===== config.mk =====
export PLATFORM = sky130hd
export DESIGN_NAME = mem_line_bridge_flat
export DESIGN_NICKNAME = d
export VERILOG_FILES = /design/src/rtl/mem_line_bridge_pkg.sv /design/src/rtl/mem_line_bridge_if.sv /design/src/rtl/mem_line_buffer.sv /design/src/rtl/mem_line_bridge.sv /design/src/flat_wrapper.sv
export SDC_FILE = /design/constraint.sdc
export NUM_CORES = 1
export LEC_CHECK = 0
export BUFFER_PORTS_ARGS = -buffer_cell sky130_fd_sc_hd__buf_2
export CORE_MARGIN = 5
export CORE_UTILIZATION = 43
export CTS_CLUSTER_DIAMETER = 30
export DETAILED_ROUTE_END_ITERATION = 8
export GPL_ROUTABILITY_DRIVEN = 0
export PLACE_DENSITY = 0.77
export SLEW_MARGIN = 20
export SYNTH_ARGS = -nofsm -noshare
export SYNTH_HDL_FRONTEND = slang
export SYNTH_SLANG_ARGS = --single-unit

===== constraint.sdc =====
create_clock -name clk -period 1.9 [get_ports clk]
set_input_delay 0.19 -clock clk [delete_from_list [all_inputs] [get_ports clk]]
set_output_delay 0.19 -clock clk [all_outputs]
set_load 0.02 [all_outputs]

===== src/rtl/mem_line_bridge_pkg.sv =====
// Shared cache-line types and constants for the memory line bridge.
// Holds the line/word geometry, request/response structs and the bridge state enum.
package mem_line_bridge_pkg;

  localparam int unsigned LINE_W       = 64;
  localparam int unsigned WORD_W       = 32;
  localparam int unsigned WORD_SEL_BIT = 2;
  localparam int unsigned LINE_OFF_W   = 3;

  typedef enum logic [1:0] {
    StIdle  = 2'd0,
    StBeat0 = 2'd1,
    StBeat1 = 2'd2,
    StResp  = 2'd3
  } bridge_state_e;

  typedef struct packed {
    logic              valid;
    logic              rw;
    logic [LINE_W-1:0] data;
  } mem_req_t;

  typedef struct packed {
    logic              ready;
    logic              err;
    logic [LINE_W-1:0] data;
  } mem_res_t;

  function automatic logic [WORD_W-1:0] line_word(input logic [LINE_W-1:0] line,
                                                  input logic              sel);
    return sel ? line[LINE_W-1:WORD_W] : line[WORD_W-1:0];
  endfunction

endpackage


===== src/rtl/mem_line_bridge_if.sv =====
// Cache-controller and word-bus signal bundle for the memory line bridge.
// The slave modport is the bridge; the master modport is its environment.
interface mem_line_bridge_if #(
  parameter int unsigned ADDR_W = 32
);
  import mem_line_bridge_pkg::*;

  logic              mem_req_valid;
  logic              mem_req_rw;
  logic [ADDR_W-1:0] mem_req_addr;
  logic [LINE_W-1:0] mem_req_data;
  logic              mem_res_ready;
  logic [LINE_W-1:0] mem_res_data;
  logic              mem_res_err;
  logic              busy;
  logic              bus_req;
  logic              bus_we;
  logic [ADDR_W-1:0] bus_addr;
  logic [WORD_W-1:0] bus_wdata;
  logic              bus_ack;
  logic [WORD_W-1:0] bus_rdata;

  modport slave (
    input  mem_req_valid, mem_req_rw, mem_req_addr, mem_req_data, bus_ack, bus_rdata,
    output mem_res_ready, mem_res_data, mem_res_err, busy, bus_req, bus_we, bus_addr,
           bus_wdata
  );

  modport master (
    output mem_req_valid, mem_req_rw, mem_req_addr, mem_req_data, bus_ack, bus_rdata,
    input  mem_res_ready, mem_res_data, mem_res_err, busy, bus_req, bus_we, bus_addr,
           bus_wdata
  );

endinterface


===== src/rtl/mem_line_buffer.sv =====
// 64-bit line register with a full-line load and per-word load enables.
// A full-line load takes priority over word loads in the same cycle.
module mem_line_buffer
  import mem_line_bridge_pkg::*;
(
  input  logic              clk,
  input  logic              n_rst,
  input  logic              line_load,
  input  logic [LINE_W-1:0] line_data,
  input  logic [1:0]        word_load,
  input  logic [WORD_W-1:0] word_data,
  output logic [LINE_W-1:0] line
);

  logic [LINE_W-1:0] line_q;

  always_ff @(posedge clk or negedge n_rst) begin
    if (!n_rst) begin
      line_q <= '0;
    end else if (line_load) begin
      line_q <= line_data;
    end else begin
      if (word_load[0]) line_q[WORD_W-1:0]      <= word_data;
      if (word_load[1]) line_q[LINE_W-1:WORD_W] <= word_data;
    end
  end

  assign line = line_q;

endmodule


===== src/rtl/mem_line_bridge.sv =====
// Runs each 64-bit cache-line request as two 32-bit beats on the word bus.
// Optional bus-ack timeout is compiled in with MEM_LINE_BRIDGE_TIMEOUT_EN.
module mem_line_bridge
  import mem_line_bridge_pkg::*;
#(
  parameter int unsigned ADDR_W      = 32,
  parameter int unsigned BUS_TIMEOUT = 64
) (
  input  logic               clk,
  input  logic               n_rst,
  mem_line_bridge_if.slave   br
);

  bridge_state_e     state_q, state_d;
  logic [ADDR_W-1:0] base_q, base_d;
  logic              rw_q, rw_d;
  logic              err_q, err_d;
  logic              timeout_hit;
  logic              beat;

  mem_req_t          req;
  mem_res_t          res;

  logic              line_load;
  logic [LINE_W-1:0] line_data;
  logic [1:0]        word_load;
  logic [WORD_W-1:0] word_data;
  logic [LINE_W-1:0] line_q;

  logic              unused_addr_bits;

  assign req.valid = br.mem_req_valid;
  assign req.rw    = br.mem_req_rw;
  assign req.data  = br.mem_req_data;
  assign unused_addr_bits = ^br.mem_req_addr[LINE_OFF_W-1:0];

  assign beat = (state_q == StBeat1);

  mem_line_buffer u_line_buffer (
    .clk       (clk),
    .n_rst     (n_rst),
    .line_load (line_load),
    .line_data (line_data),
    .word_load (word_load),
    .word_data (word_data),
    .line      (line_q)
  );

  always_comb begin
    state_d      = state_q;
    base_d       = base_q;
    rw_d         = rw_q;
    err_d        = err_q;
    line_load    = 1'b0;
    line_data    = req.data;
    word_load    = 2'b00;
    word_data    = br.bus_rdata;
    br.bus_req   = 1'b0;
    br.bus_we    = 1'b0;
    br.bus_addr  = '0;
    br.bus_wdata = '0;
    res          = '0;

    unique case (state_q)
      StIdle: begin
        if (req.valid) begin
          base_d    = {br.mem_req_addr[ADDR_W-1:LINE_OFF_W], {LINE_OFF_W{1'b0}}};
          rw_d      = req.rw;
          err_d     = 1'b0;
          line_load = 1'b1;
          state_d   = StBeat0;
        end
      end
      StBeat0, StBeat1: begin
        br.bus_req   = 1'b1;
        br.bus_we    = rw_q;
        // base has zero offset bits, so OR-ing in the word select is the +4
        br.bus_addr  = base_q | {{(ADDR_W-LINE_OFF_W){1'b0}}, beat, {WORD_SEL_BIT{1'b0}}};
        br.bus_wdata = line_word(line_q, beat);
        if (br.bus_ack) begin
          if (!rw_q) word_load[beat] = 1'b1;
          state_d = beat ? StResp : StBeat1;
        end else if (timeout_hit) begin
          if (beat) begin
            word_load[1] = 1'b1;
            word_data    = '0;
          end else begin
            line_load = 1'b1;
            line_data = '0;
          end
          err_d   = 1'b1;
          state_d = StResp;
        end
      end
      StResp: begin
        res.ready = 1'b1;
        res.err   = err_q;
        res.data  = line_q;
        // Chained request (write-back then allocate) skips the idle cycle
        if (req.valid) begin
          base_d    = {br.mem_req_addr[ADDR_W-1:LINE_OFF_W], {LINE_OFF_W{1'b0}}};
          rw_d      = req.rw;
          err_d     = 1'b0;
          line_load = 1'b1;
          state_d   = StBeat0;
        end else begin
          state_d = StIdle;
        end
      end
      default: state_d = StIdle;
    endcase
  end

  always_ff @(posedge clk or negedge n_rst) begin
    if (!n_rst) begin
      state_q <= StIdle;
      base_q  <= '0;
      rw_q    <= 1'b0;
    end else begin
      state_q <= state_d;
      base_q  <= base_d;
      rw_q    <= rw_d;
    end
  end

`ifdef MEM_LINE_BRIDGE_TIMEOUT_EN
  localparam int unsigned TimerW = $clog2(BUS_TIMEOUT) + 1;

  logic [TimerW-1:0] timer_q, timer_d;

  always_comb begin
    timer_d = timer_q;
    if (state_d != state_q) begin
      timer_d = '0;
    end else if ((state_q == StBeat0 || state_q == StBeat1) && !br.bus_ack) begin
      timer_d = timer_q + 1'b1;
    end
  end

  assign timeout_hit = (timer_q == TimerW'(BUS_TIMEOUT - 1));

  always_ff @(posedge clk or negedge n_rst) begin
    if (!n_rst) begin
      timer_q <= '0;
      err_q   <= 1'b0;
    end else begin
      timer_q <= timer_d;
      err_q   <= err_d;
    end
  end
`else
  logic unused_cfg;

  assign timeout_hit = 1'b0;
  assign err_q       = 1'b0;
  assign unused_cfg  = ^{BUS_TIMEOUT, err_d};
`endif

  assign br.mem_res_ready = res.ready;
  assign br.mem_res_err   = res.err;
  assign br.mem_res_data  = res.data;
  assign br.busy          = (state_q != StIdle);

endmodule


===== src/flat_wrapper.sv =====
// flat-port wrapper written by rule: the top's interface ports become plain ports
module mem_line_bridge_flat import mem_line_bridge_pkg::*;
#(
  parameter int unsigned ADDR_W      = 32,
  parameter int unsigned BUS_TIMEOUT = 64
)
  (clk, n_rst, br_mem_req_valid, br_mem_req_rw, br_mem_req_addr, br_mem_req_data, br_bus_ack, br_bus_rdata, br_mem_res_ready, br_mem_res_data, br_mem_res_err, br_busy, br_bus_req, br_bus_we, br_bus_addr, br_bus_wdata);
  mem_line_bridge_if #(.ADDR_W(ADDR_W)) br_i ();
  input  logic clk;
  input  logic n_rst;
  input wire logic [$bits(br_i.mem_req_valid)-1:0] br_mem_req_valid;
  input wire logic [$bits(br_i.mem_req_rw)-1:0] br_mem_req_rw;
  input wire logic [$bits(br_i.mem_req_addr)-1:0] br_mem_req_addr;
  input wire logic [$bits(br_i.mem_req_data)-1:0] br_mem_req_data;
  input wire logic [$bits(br_i.bus_ack)-1:0] br_bus_ack;
  input wire logic [$bits(br_i.bus_rdata)-1:0] br_bus_rdata;
  output wire logic [$bits(br_i.mem_res_ready)-1:0] br_mem_res_ready;
  output wire logic [$bits(br_i.mem_res_data)-1:0] br_mem_res_data;
  output wire logic [$bits(br_i.mem_res_err)-1:0] br_mem_res_err;
  output wire logic [$bits(br_i.busy)-1:0] br_busy;
  output wire logic [$bits(br_i.bus_req)-1:0] br_bus_req;
  output wire logic [$bits(br_i.bus_we)-1:0] br_bus_we;
  output wire logic [$bits(br_i.bus_addr)-1:0] br_bus_addr;
  output wire logic [$bits(br_i.bus_wdata)-1:0] br_bus_wdata;
  assign br_i.mem_req_valid = br_mem_req_valid;
  assign br_i.mem_req_rw = br_mem_req_rw;
  assign br_i.mem_req_addr = br_mem_req_addr;
  assign br_i.mem_req_data = br_mem_req_data;
  assign br_i.bus_ack = br_bus_ack;
  assign br_i.bus_rdata = br_bus_rdata;
  assign br_mem_res_ready = br_i.mem_res_ready;
  assign br_mem_res_data = br_i.mem_res_data;
  assign br_mem_res_err = br_i.mem_res_err;
  assign br_busy = br_i.busy;
  assign br_bus_req = br_i.bus_req;
  assign br_bus_we = br_i.bus_we;
  assign br_bus_addr = br_i.bus_addr;
  assign br_bus_wdata = br_i.bus_wdata;
  mem_line_bridge #(.ADDR_W(ADDR_W), .BUS_TIMEOUT(BUS_TIMEOUT)) u_core (.clk(clk), .n_rst(n_rst), .br(br_i));
endmodule

; Yosys cells after proc, flatten, opt, wreduce, memory -nomap -nowiden
; Cells that the tools add are included.
[op_classes]
n_lt_le_gt_ge = 2
n_reduce_logical = 9
n_eq_ne = 5
n_mux = 22
n_bitwise = 1
[op_table]
columns = cell, count
row1 = 2-to-1 mux 32 bit, 5
row2 = 2-to-1 mux 66 bit, 1
row3 = 2-to-1 mux 64 bit, 1
row4 = OR 32 x 3 -> 32 bit, 1
row5 = 2-to-1 mux 1 bit, 8
row6 = 2-to-1 mux 2 bit, 4
row7 = case mux 2 bit (3 select lines), 1
row8 = nonzero test 2 bit, 3
row9 = == test 2 bit (second input constant), 2
row10 = inequality test 2 bit (second input constant), 2
row11 = AND reduction 2 bit, 2
row12 = OR reduction 2 bit, 2
row13 = == test 2 x 1 -> 1 bit (second input constant), 1
row14 = zero test 2 bit, 1
row15 = < comparator 1 x 2 -> 1 bit (second input constant), 1
row16 = case mux 1 bit (2 select lines), 1
row17 = demux 1 bit (select 1 bit), 1
row18 = greater-or-equal comparator 1 bit (second input constant), 1
row19 = logical AND 1 bit, 1
[totals]
input_bits = 133
regBits = 96

; Logic depth before layout (Yosys ltp)
; Gate-level depths: netlist of the first run.
[depth]
ltp_word = 10
mapped_depth = 8
depth_no_buf = 5

; By module
; Synthesis of the first run repeated with hierarchy kept, for this count alone.
[hier_totals]
hier_cells = 543
area_unflattened_um2 = 5547.8
[modules_own_cells]
columns = mod, area_each_um2, seq_area_each_um2, n_inst, cells_per_inst
row1 = mem_line_buffer, 3015.4, 1601.5, 1, 278
row2 = mem_line_bridge, 2532.4, 800.8, 1, 265

; Worst setup path after synthesis of the first run
; OpenSTA, ideal clock, no wires.
[synth_path]
path_type = register -> register
from = register u_core.state_q[1]
to = register u_core.u_line_buffer.line_q[32] (netlist: u_core.u_line_buffer.line[32])
stages_incl_launch_ff = 8
required_time_ps = 1775
setup_time_ps = 125
arrival_time_ps = 1995
setup_slack_ps = -220
path_cell_list = dfrtp_1 -> inv_1 -> ha_1 -> nand2b_1 -> buf_6 -> buf_6 -> mux2_4 -> mux2_4
[synth_via]
elab_chain_cells = 9
word_cells_on_any_way = 17
classes_between = order compare (2) / eq/ne (3) / mux (7) / reduce/logical (5)
[synth_rtl]
columns = item, line
row1 = "start, declared", mem_line_bridge.sv:14  ; bridge_state_e state_q, state_d;
row2 = "start signal, assigned", mem_line_bridge.sv:116  ; state_q <= StIdle;
row3 = "start signal, assigned", mem_line_bridge.sv:120  ; state_q <= state_d;
row4 = == test 2 bit, "mem_line_bridge.sv:37, mem_line_bridge.sv:64"
row5 = < comparator 1 x 2 -> 1 bit (not written as such) or greater-or-equal comparator 1 bit (tied branches), mem_line_bridge.sv:81  ; if (!rw_q) word_load[beat] = 1'b1;
row6 = logical AND 1 bit (not written as such), mem_line_bridge.sv:81
row7 = 2-to-1 mux 1 bit (not written as such), mem_line_bridge.sv:81
row8 = demux 1 bit (select 1 bit), n/a
row9 = 2-to-1 mux 2 bit, mem_line_bridge.sv:81
row10 = 2-to-1 mux 1 bit, mem_line_bridge.sv:80  ; if (br.bus_ack) begin
row11 = 2-to-1 mux 2 bit, mem_line_bridge.sv:64  ; unique case (state_q)
row12 = nonzero test 2 bit (no source line), n/a
row13 = "end signal, assigned", mem_line_buffer.sv:21  ; line_q <= line_data;
row14 = "end signal, assigned by index", mem_line_buffer.sv:23  ; if (word_load[0]) line_q[WORD_W-1:0] <= word_data;
row15 = "end signal, assigned by index", mem_line_buffer.sv:24  ; if (word_load[1]) line_q[LINE_W-1:WORD_W] <= word_data;
row16 = "end, declared", mem_line_buffer.sv:15  ; logic [LINE_W-1:0] line_q;
; Several ways; a longest one is shown, not always the timed one.
; A chain may end at the register's enable or synchronous reset.

; Worst setup path after layout of the first run
[layout_path]
from = register u_core.state_q[0]
to = output br_bus_wdata[24]
[layout_via]
elab_chain_cells = 3
word_cells_on_any_way = 5
classes_between = eq/ne (2) / mux (2) / reduce/logical (1)
[layout_rtl]
columns = item, line
row1 = == test 2 bit or == test 2 x 1 -> 1 bit (tied branches), "mem_line_bridge.sv:37, mem_line_bridge.sv:64"
row2 = 2-to-1 mux 32 bit or OR reduction 2 bit (tied branches), "mem_line_bridge_pkg.sv:31, mem_line_bridge.sv:64"
row3 = 2-to-1 mux 32 bit (*), mem_line_bridge.sv:64
row4 = "end, declared", flat_wrapper.sv:24  ; output wire logic [$bits(br_i.bus_wdata)-1:0] br_bus_wdata;
; Every way passes the cells marked *; elsewhere a longest branch is shown, timed or not.

==> results of run 1 <==
-- synth_stat cells, types with 5 or more instances --
library cell  instances
dfrtp_1              96
and2_1               94
nand2_1              90
mux2_2               51
mux2_4               47
mux2i_1              32
nor2_1               32
mux2_1               30
clkbuf_1             13
buf_6                11
buf_4                 7
buf_2                 6
ha_1                  5
inv_1                 5
-- what timing repair did --
item                                    in CTS  in global routing
hold buffers                                 1                  0
resized for setup                           55                100
pin swaps                                    6                  5
buffers inserted                             9                 17
endpoints found under the setup margin      37                121
endpoints found under the hold margin       14                  0
gates cloned                                 4                 11
-- placed cells by master, fill, tap and decap left out, types with 3 or more instances in the layout --
master	synthesis	routed
clkbuf_16	0	17
buf_2	6	228
buf_12	0	20
nor2_2	0	3
dfrtp_1	96	95
conb_1	1	3
buf_8	0	3
and2_4	0	3
mux2_4	47	121
ha_4	0	3
buf_4	7	46
mux2_2	51	7
inv_2	0	3
mux2i_1	32	29
bufinv_16	0	3
and2_1	94	91
nor2_1	32	28
nand2_1	90	90
buf_6	11	18
-- stage by stage --
stage / hold slack (ps) / setup slack, ps / instances / TNS, ps
detailed placement: 67.3 / -28.0 / 959 / -30.1
floorplan: -106 / -19.0 / 537 / -415
finish: 28.4 / -115 / 1015 / -5250
global placement: 66.5 / 9.22 / 959 / 0
global route: 24.9 / -186 / 1015 / -11980
CTS: 15.7 / -88.3 / 989 / -2670
-- logic make-up after synthesis --
group / after synthesis / synth area share
AO/OA/AOI/OAI: 7 / 0.0131
adder cells (fa/ha/maj): 5 / 0.0107
buffers and inverters: 45 / 0.0488
flip-flops: 96 / 0.411
multiplexers: 160 / 0.332
other: 1 / 0.000642
AND/OR/NAND/NOR: 221 / 0.184
-- power breakdown --
part / total (uW) / internal (uW) / switching, uW
Clock: 2090 / 1290 / 799
Combinational: 14000 / 7340 / 6660
Sequential: 3910 / 3130 / 779
-- registers in the layout, summed over array words and instances, names as in the netlist --
name                       flops
u_core.base_q                 29
u_core.rw_q                    1
u_core.state_q                 2
u_core.u_line_buffer.line     64
-- path summary, 6_finish.rpt --
path                                               start                                        end  slack (ps)  cells past startpoint
setup / recovery           u_core.state_q[0]$_DFFE_PN0P_                           br_bus_wdata[24]        -110                      8
setup reg to reg           u_core.state_q[1]$_DFFE_PN0P_  u_core.u_line_buffer.line[24]$_DFFE_PN0P_         -90                      8
hold reg to reg             u_core.base_q[8]$_DFFE_PN0N_               u_core.base_q[8]$_DFFE_PN0N_         470                      2
max in group asynchronous                          n_rst  u_core.u_line_buffer.line[13]$_DFFE_PN0P_        1040                      3
min in group asynchronous                          n_rst   u_core.u_line_buffer.line[4]$_DFFE_PN0P_         250                      2
hold / removal                       br_mem_req_addr[14]              u_core.base_q[14]$_DFFE_PN0N_          30                      3
-- cell type report --
| type | instances | area [um2] | area share |
|---|---|---|---|
| repair buffers | 326 | 2400 | 0.268 |
| multi-input cells | 396 | 3560 | 0.398 |
| well taps | 176 | 220 | 0.0246 |
| inverters | 5 | 18.8 | 0.00210 |
| flip-flops and latches | 96 | 2400 | 0.269 |
| clock buffers | 9 | 225 | 0.0252 |
| clock inverters | 7 | 120 | 0.0134 |
-- critical path, delay by kind of cell, from the launching register on --
kind,cells,cell delay [ps]
adders and majority gates,1,200
buffers and inverters,5,620
DFF,1,400
muxes,1,200
and+or+nand+nor,1,50
-- per-layer routing --
layer / track usage / vias up
li1: - / 2348
met1: 0.236 / 2424
met2: 0.348 / 197
met3: 0.0631 / 22
met4: 0.0751 / 0
met5: 0 / -
==> out/metrics.csv, run 1 <==
stage;metric;value;unit
routing;Routed met1 length;7.99;mm
synth;Cells after Synth;535;
cells_and_area;Final #Nets;972;
grt;grt ovf;0;
synth;post-synthesis sequential area ratio;0.411;
routing;via count;4991;
power_and_ir_drop;Pwr per Cell Area;2230;mW/mm2
routing;WL met2;9.30;mm
cells_and_area;Fillers;997;
routing;met3 WL post-DR;1.46;mm
routing;highest routed layer;met4;
synth;async set-reset flop share out of synthesis;1.00;
synth;Synth top area share;0.411;
sta;Max Freq;496;MHz
sta;Hold Violations, Final;0;
floorplanning;Initial Utilization;0.440;
cts;CTS tree;done;
power_and_ir_drop;Design Power;20000;uW
synth;synthesized cell area;0.00585;mm2
routing;drt via density;4.92;
grt;first-pass GRT wire length;25.8;mm
floorplanning;core area;0.0133;mm2
cells_and_area;ant diodes;0;
place;IO Port Bufs;259;
floorplanning;io pins;266;
cells_and_area;fin area;0.00895;mm2
sta;Final WS setup;-115;ps
cells_and_area;share of layout cells above drive strength 1;0.585;
sta;Setup-failing EPs final;94;
cts;total CTS buffers;9;
grt;Total GRT Usage;0.202;
synth;Synth cell types;24;
place;HPWL Detailed;12.1;mm
status;violated checks;setup timing;
cts;clock sink total;96;
cts;Longest Clk Path Bufs;2;
synth;synthesized flop and latch total;96;
setup_path;Crit. End Element;output pin;
setup_path;Data required, critical path;1710;ps
synth;largest cells by area after synthesis;dfrtp_1 (41%), mux2_4 (12%), and2_1 (10%);
synth;leading area contributor after synthesis;dfrtp_1;
power_and_ir_drop;LEAKAGE;0.00477;uW
cells_and_area;final core utilization;0.673;
synth;Main synth FF type;dfrtp_1;
cts;clk_lat worst skew;340;ps
routing;DRC Markers;0;
floorplanning;die footprint;0.0160;mm2
setup_path;CP cell instances;inv_2, buf_6, ha_4, buf_4, buf_12, mux2i_1, nor2_1, buf_2;
status;status;finished with violations;
setup_path;crit-path max cell delay;400;ps
setup_path;Critical Path AT;1820;ps
synth;syn avg cell area;10.9;um2
routing;First-pass DRT Iterations;4;
power_and_ir_drop;Max IR drop VDD;0.00125;V
sta;fin crit share;1.06;
cts;Clk pin slew, worst setup/hold paths;70;ps
routing;WL per Instance;18.8;um
routing;DR iter-0 viols;204;
grt;pin count of the biggest net entering global routing;56;
setup_path;worst-path fanout max;7;
floorplanning;die height;127;um
sta;RSZ-0062 raised after global routing;true;
run;number of max-cap violations;0;
grt;initial antenna violation count;0;
synth;YS warnings;0;
setup_path;Worst setup SP type;flip-flop;
sta;min Tclk post-route;2010;ps
cells_and_area;Area Overhead vs Synth;53.1;%
place;post-placement cell area;0.00751;mm2
cts;H-tree level count;3;
floorplanning;row count;42;
sta;Final Max Tran Viols;0;
min_path;Worst Hold Class;in2reg;
routing;Post-Route WL;19.1;mm
cts;clk root buf;clkbuf_16;
grt;vias in the first global route;5124;
setup_path;slowest CP cell;dfrtp_1;
synth;EDFF count, synth;0;
sta;Final Skew;8.35;ps
floorplanning;width of the die;127;um
setup_path;CP Class;reg2out;
routing;Post-DRT Antenna Nets;0;
Power figures use the tool's default switching activity.
==> run 2: changes to the inputs <==
--- a/config.mk
+++ b/config.mk
@@ -7,11 +7,11 @@
 export LEC_CHECK = 0
 export BUFFER_PORTS_ARGS = -buffer_cell sky130_fd_sc_hd__buf_2
 export CORE_MARGIN = 5
-export CORE_UTILIZATION = 43
+export CORE_UTILIZATION = 52
 export CTS_CLUSTER_DIAMETER = 30
 export DETAILED_ROUTE_END_ITERATION = 8
 export GPL_ROUTABILITY_DRIVEN = 0
-export PLACE_DENSITY = 0.77
+export PLACE_DENSITY = 0.87
 export SLEW_MARGIN = 20
 export SYNTH_ARGS = -nofsm -noshare
 export SYNTH_HDL_FRONTEND = slang
==> constraint.sdc (replaced) <==
create_clock -name clk -period 2.5 [get_ports clk]
set_input_delay 0.25 -clock clk [delete_from_list [all_inputs] [get_ports clk]]
set_output_delay 0.25 -clock clk [all_outputs]
set_load 0.02 [all_outputs]
==> run 2 against run 1 <==
  * Critical path type unchanged
  * The flow now finishes without violations
  * Critical endpoint is now br_bus_wdata[14]
  * Critical path depth shrank 2
  * Non-clock buffer count shrank 53
  * Design area shrank 16%
  * Highest routed layer unchanged
==> out/metrics.csv, run 2 (synthesis gave the netlist of run 1 again) <==
stage;metric;value;unit
routing;DRC Markers;0;
floorplanning;core area;0.0109;mm2
cells_and_area;max reg flops;64;
floorplanning;io pins;266;
sta;Setup-failing EPs final;0;
cts;H-tree level count;3;
power_and_ir_drop;Pwr per Cell Area;1580;mW/mm2
status;status;finished, final reports clean;
min_path;Hold Path Depth;3;
setup_path;Crit. End Element;output pin;
min_path;HP Start;br_mem_req_addr[17];
cells_and_area;ant diodes;0;
place;IO Port Bufs;259;
sta;RSZ-0062 raised after global routing;false;
grt;pin count of the biggest net entering global routing;63;
cells_and_area;Area Overhead vs Synth;29.3;%
floorplanning;die height;116;um
setup_path;Reg-to-Reg Start;u_core.state_q[0]$_DFFE_PN0P_;
floorplanning;row count;38;
run;number of max-cap violations;0;
grt;grt ovf;0;
cells_and_area;most frequent cells in the layout;buf_2 (258), dfrtp_1 (95), and2_1 (94);
sta;Rel. slew slack;0.581;
cells_and_area;share of layout cells above drive strength 1;0.497;
setup_path;FF-to-FF path depth;6;
routing;via count;4845;
sta;Hold Violations, Final;0;
sta;setup_tns;0;ps
grt;first-pass GRT wire length;25.0;mm
setup_path;R2R setup slack;350;ps
floorplanning;die footprint;0.0135;mm2
routing;WL per Instance;17.7;um
cts;total CTS buffers;9;
cells_and_area;final non-filler cell total;924;
power_and_ir_drop;Design Power;11900;uW
cts;clk_lat worst skew;330;ps
cells_and_area;Final #Nets;919;
setup_path;Largest delay share family, worst path;buffers and inverters;
setup_path;CP Class;reg2out;
power_and_ir_drop;LEAKAGE;0.00404;uW
place;dpl ws;211;ps
place;placed cells;909;
sta;worst hold margin;105;ps
floorplanning;width of the die;116;um
setup_path;Data required, critical path;2250;ps
cts;clock sink total;96;
routing;DR iter-0 viols;214;
routing;Post-Route WL;16.4;mm
routing;drt via density;5.24;
power_and_ir_drop;Max IR drop VDD;0.00116;V
cts;CTS tree;done;
grt;Total GRT Usage;0.235;
cts;clk root buf;clkbuf_16;
sta;Max Freq;417;MHz
cts;Longest Clk Path Bufs;2;
min_path;hold path endpoint;u_core.base_q[17]$_DFFE_PN0N_;
sta;Final Max Tran Viols;0;
sta;Worst Tran Pin Value;629;ps
floorplanning;Initial Utilization;0.535;
routing;First-pass DRT Iterations;4;
grt;initial antenna violation count;0;
setup_path;Critical R2R Capture;u_core.u_line_buffer.line[63]$_DFFE_PN0P_;
place;HPWL Detailed;12.2;mm
setup_path;worst-path fanout max;21;
setup_path;CP cell instances;inv_1, ha_2, buf_6, mux2i_1, nor2_1, buf_2;
setup_path;buffers and inverters on the worst path;3;
cells_and_area;Fillers;831;
sta;fin crit share;0.958;
routing;Post-DRT Antenna Nets;0;
sta;min Tclk post-route;2400;ps
setup_path;Critical Path AT;2150;ps
cts;Clk pin slew, worst setup/hold paths;60;ps
grt;vias in the first global route;5227;
setup_path;slowest CP cell;dfrtp_1;
cells_and_area;leading cell type in the layout, fill and taps excluded;buf_2;
sta;Final Skew;4.02;ps
setup_path;crit-path max cell delay;410;ps
min_path;Worst Hold Class;in2reg;
sta;Final WS setup;104;ps
setup_path;Worst setup SP type;flip-flop;
## run 2: final cells by class
type                    instances  area (um2)  share of cell area
clock inverters                 1        5.00            0.000662
well taps                     140         175              0.0232
flip-flops and latches         96        2400               0.318
multi-input cells             396        3200               0.423
clock buffers                  13         250              0.0331
repair buffers                273        1510               0.199
inverters                       5        18.8             0.00248
## run 2: power breakdown
group	switching (uW)	leakage, uW	internal, uW
Combinational	4360	0.00277	3400
Clock	537	0.000126	690
Sequential	554	0.00114	2380
Total	5450	0.00404	6480
## run 2: worst min-delay path: stages
cell and delay [ps]:
buf_2 70, nand2_1 40, nand2_1 40
## run 2: per-layer routing
metal / up-vias / global-route usage / wire length (um)
li1: 2248 / - / -
met1: 2367 / 0.270 / 6230
met2: 202 / 0.420 / 8340
met3: 28 / 0.0559 / 1500
met4: 0 / 0.0959 / 320
met5: - / 0 / 0
## run 2: through the flow
| stage | cell area, um2 | utilization |
|---|---|---|
| after floorplan | 5850 | - |
| after global placement | 7270 | 0.664 |
| after detailed placement | 7270 | 0.664 |
| after CTS | 7540 | 0.689 |
| after global routing | 7560 | 0.691 |
| final | 7560 | 0.691 |
## run 2: worst max path at each step
stage,start,endpoint,slack (ps),cells after the start
2_1_floorplan,u_core.state_q[1]$_DFFE_PN0P_,u_core.u_line_buffer.line[32]$_DFFE_PN0P_,380,7
3_3_place_gp,u_core.state_q[1]$_DFFE_PN0P_,br_bus_wdata[1],350,7
3_5_place_dp,u_core.state_q[1]$_DFFE_PN0P_,br_bus_wdata[19],210,7
4_1_cts,u_core.state_q[0]$_DFFE_PN0P_,br_bus_wdata[19],10,7
5_1_grt,u_core.state_q[0]$_DFFE_PN0P_,br_bus_wdata[19],9,7
6_report,u_core.state_q[0]$_DFFE_PN0P_,br_bus_wdata[14],100,6
## run 2: repair_timing
| item | CTS | global route |
|---|---|---|
| gates cloned | 0 | 0 |
| hold buffers | 1 | 0 |
| gates resized for setup | 3 | 3 |
| setup endpoints to repair | 29 | 29 |
| setup buffers | 0 | 0 |
| hold endpoints to repair | 48 | 0 |
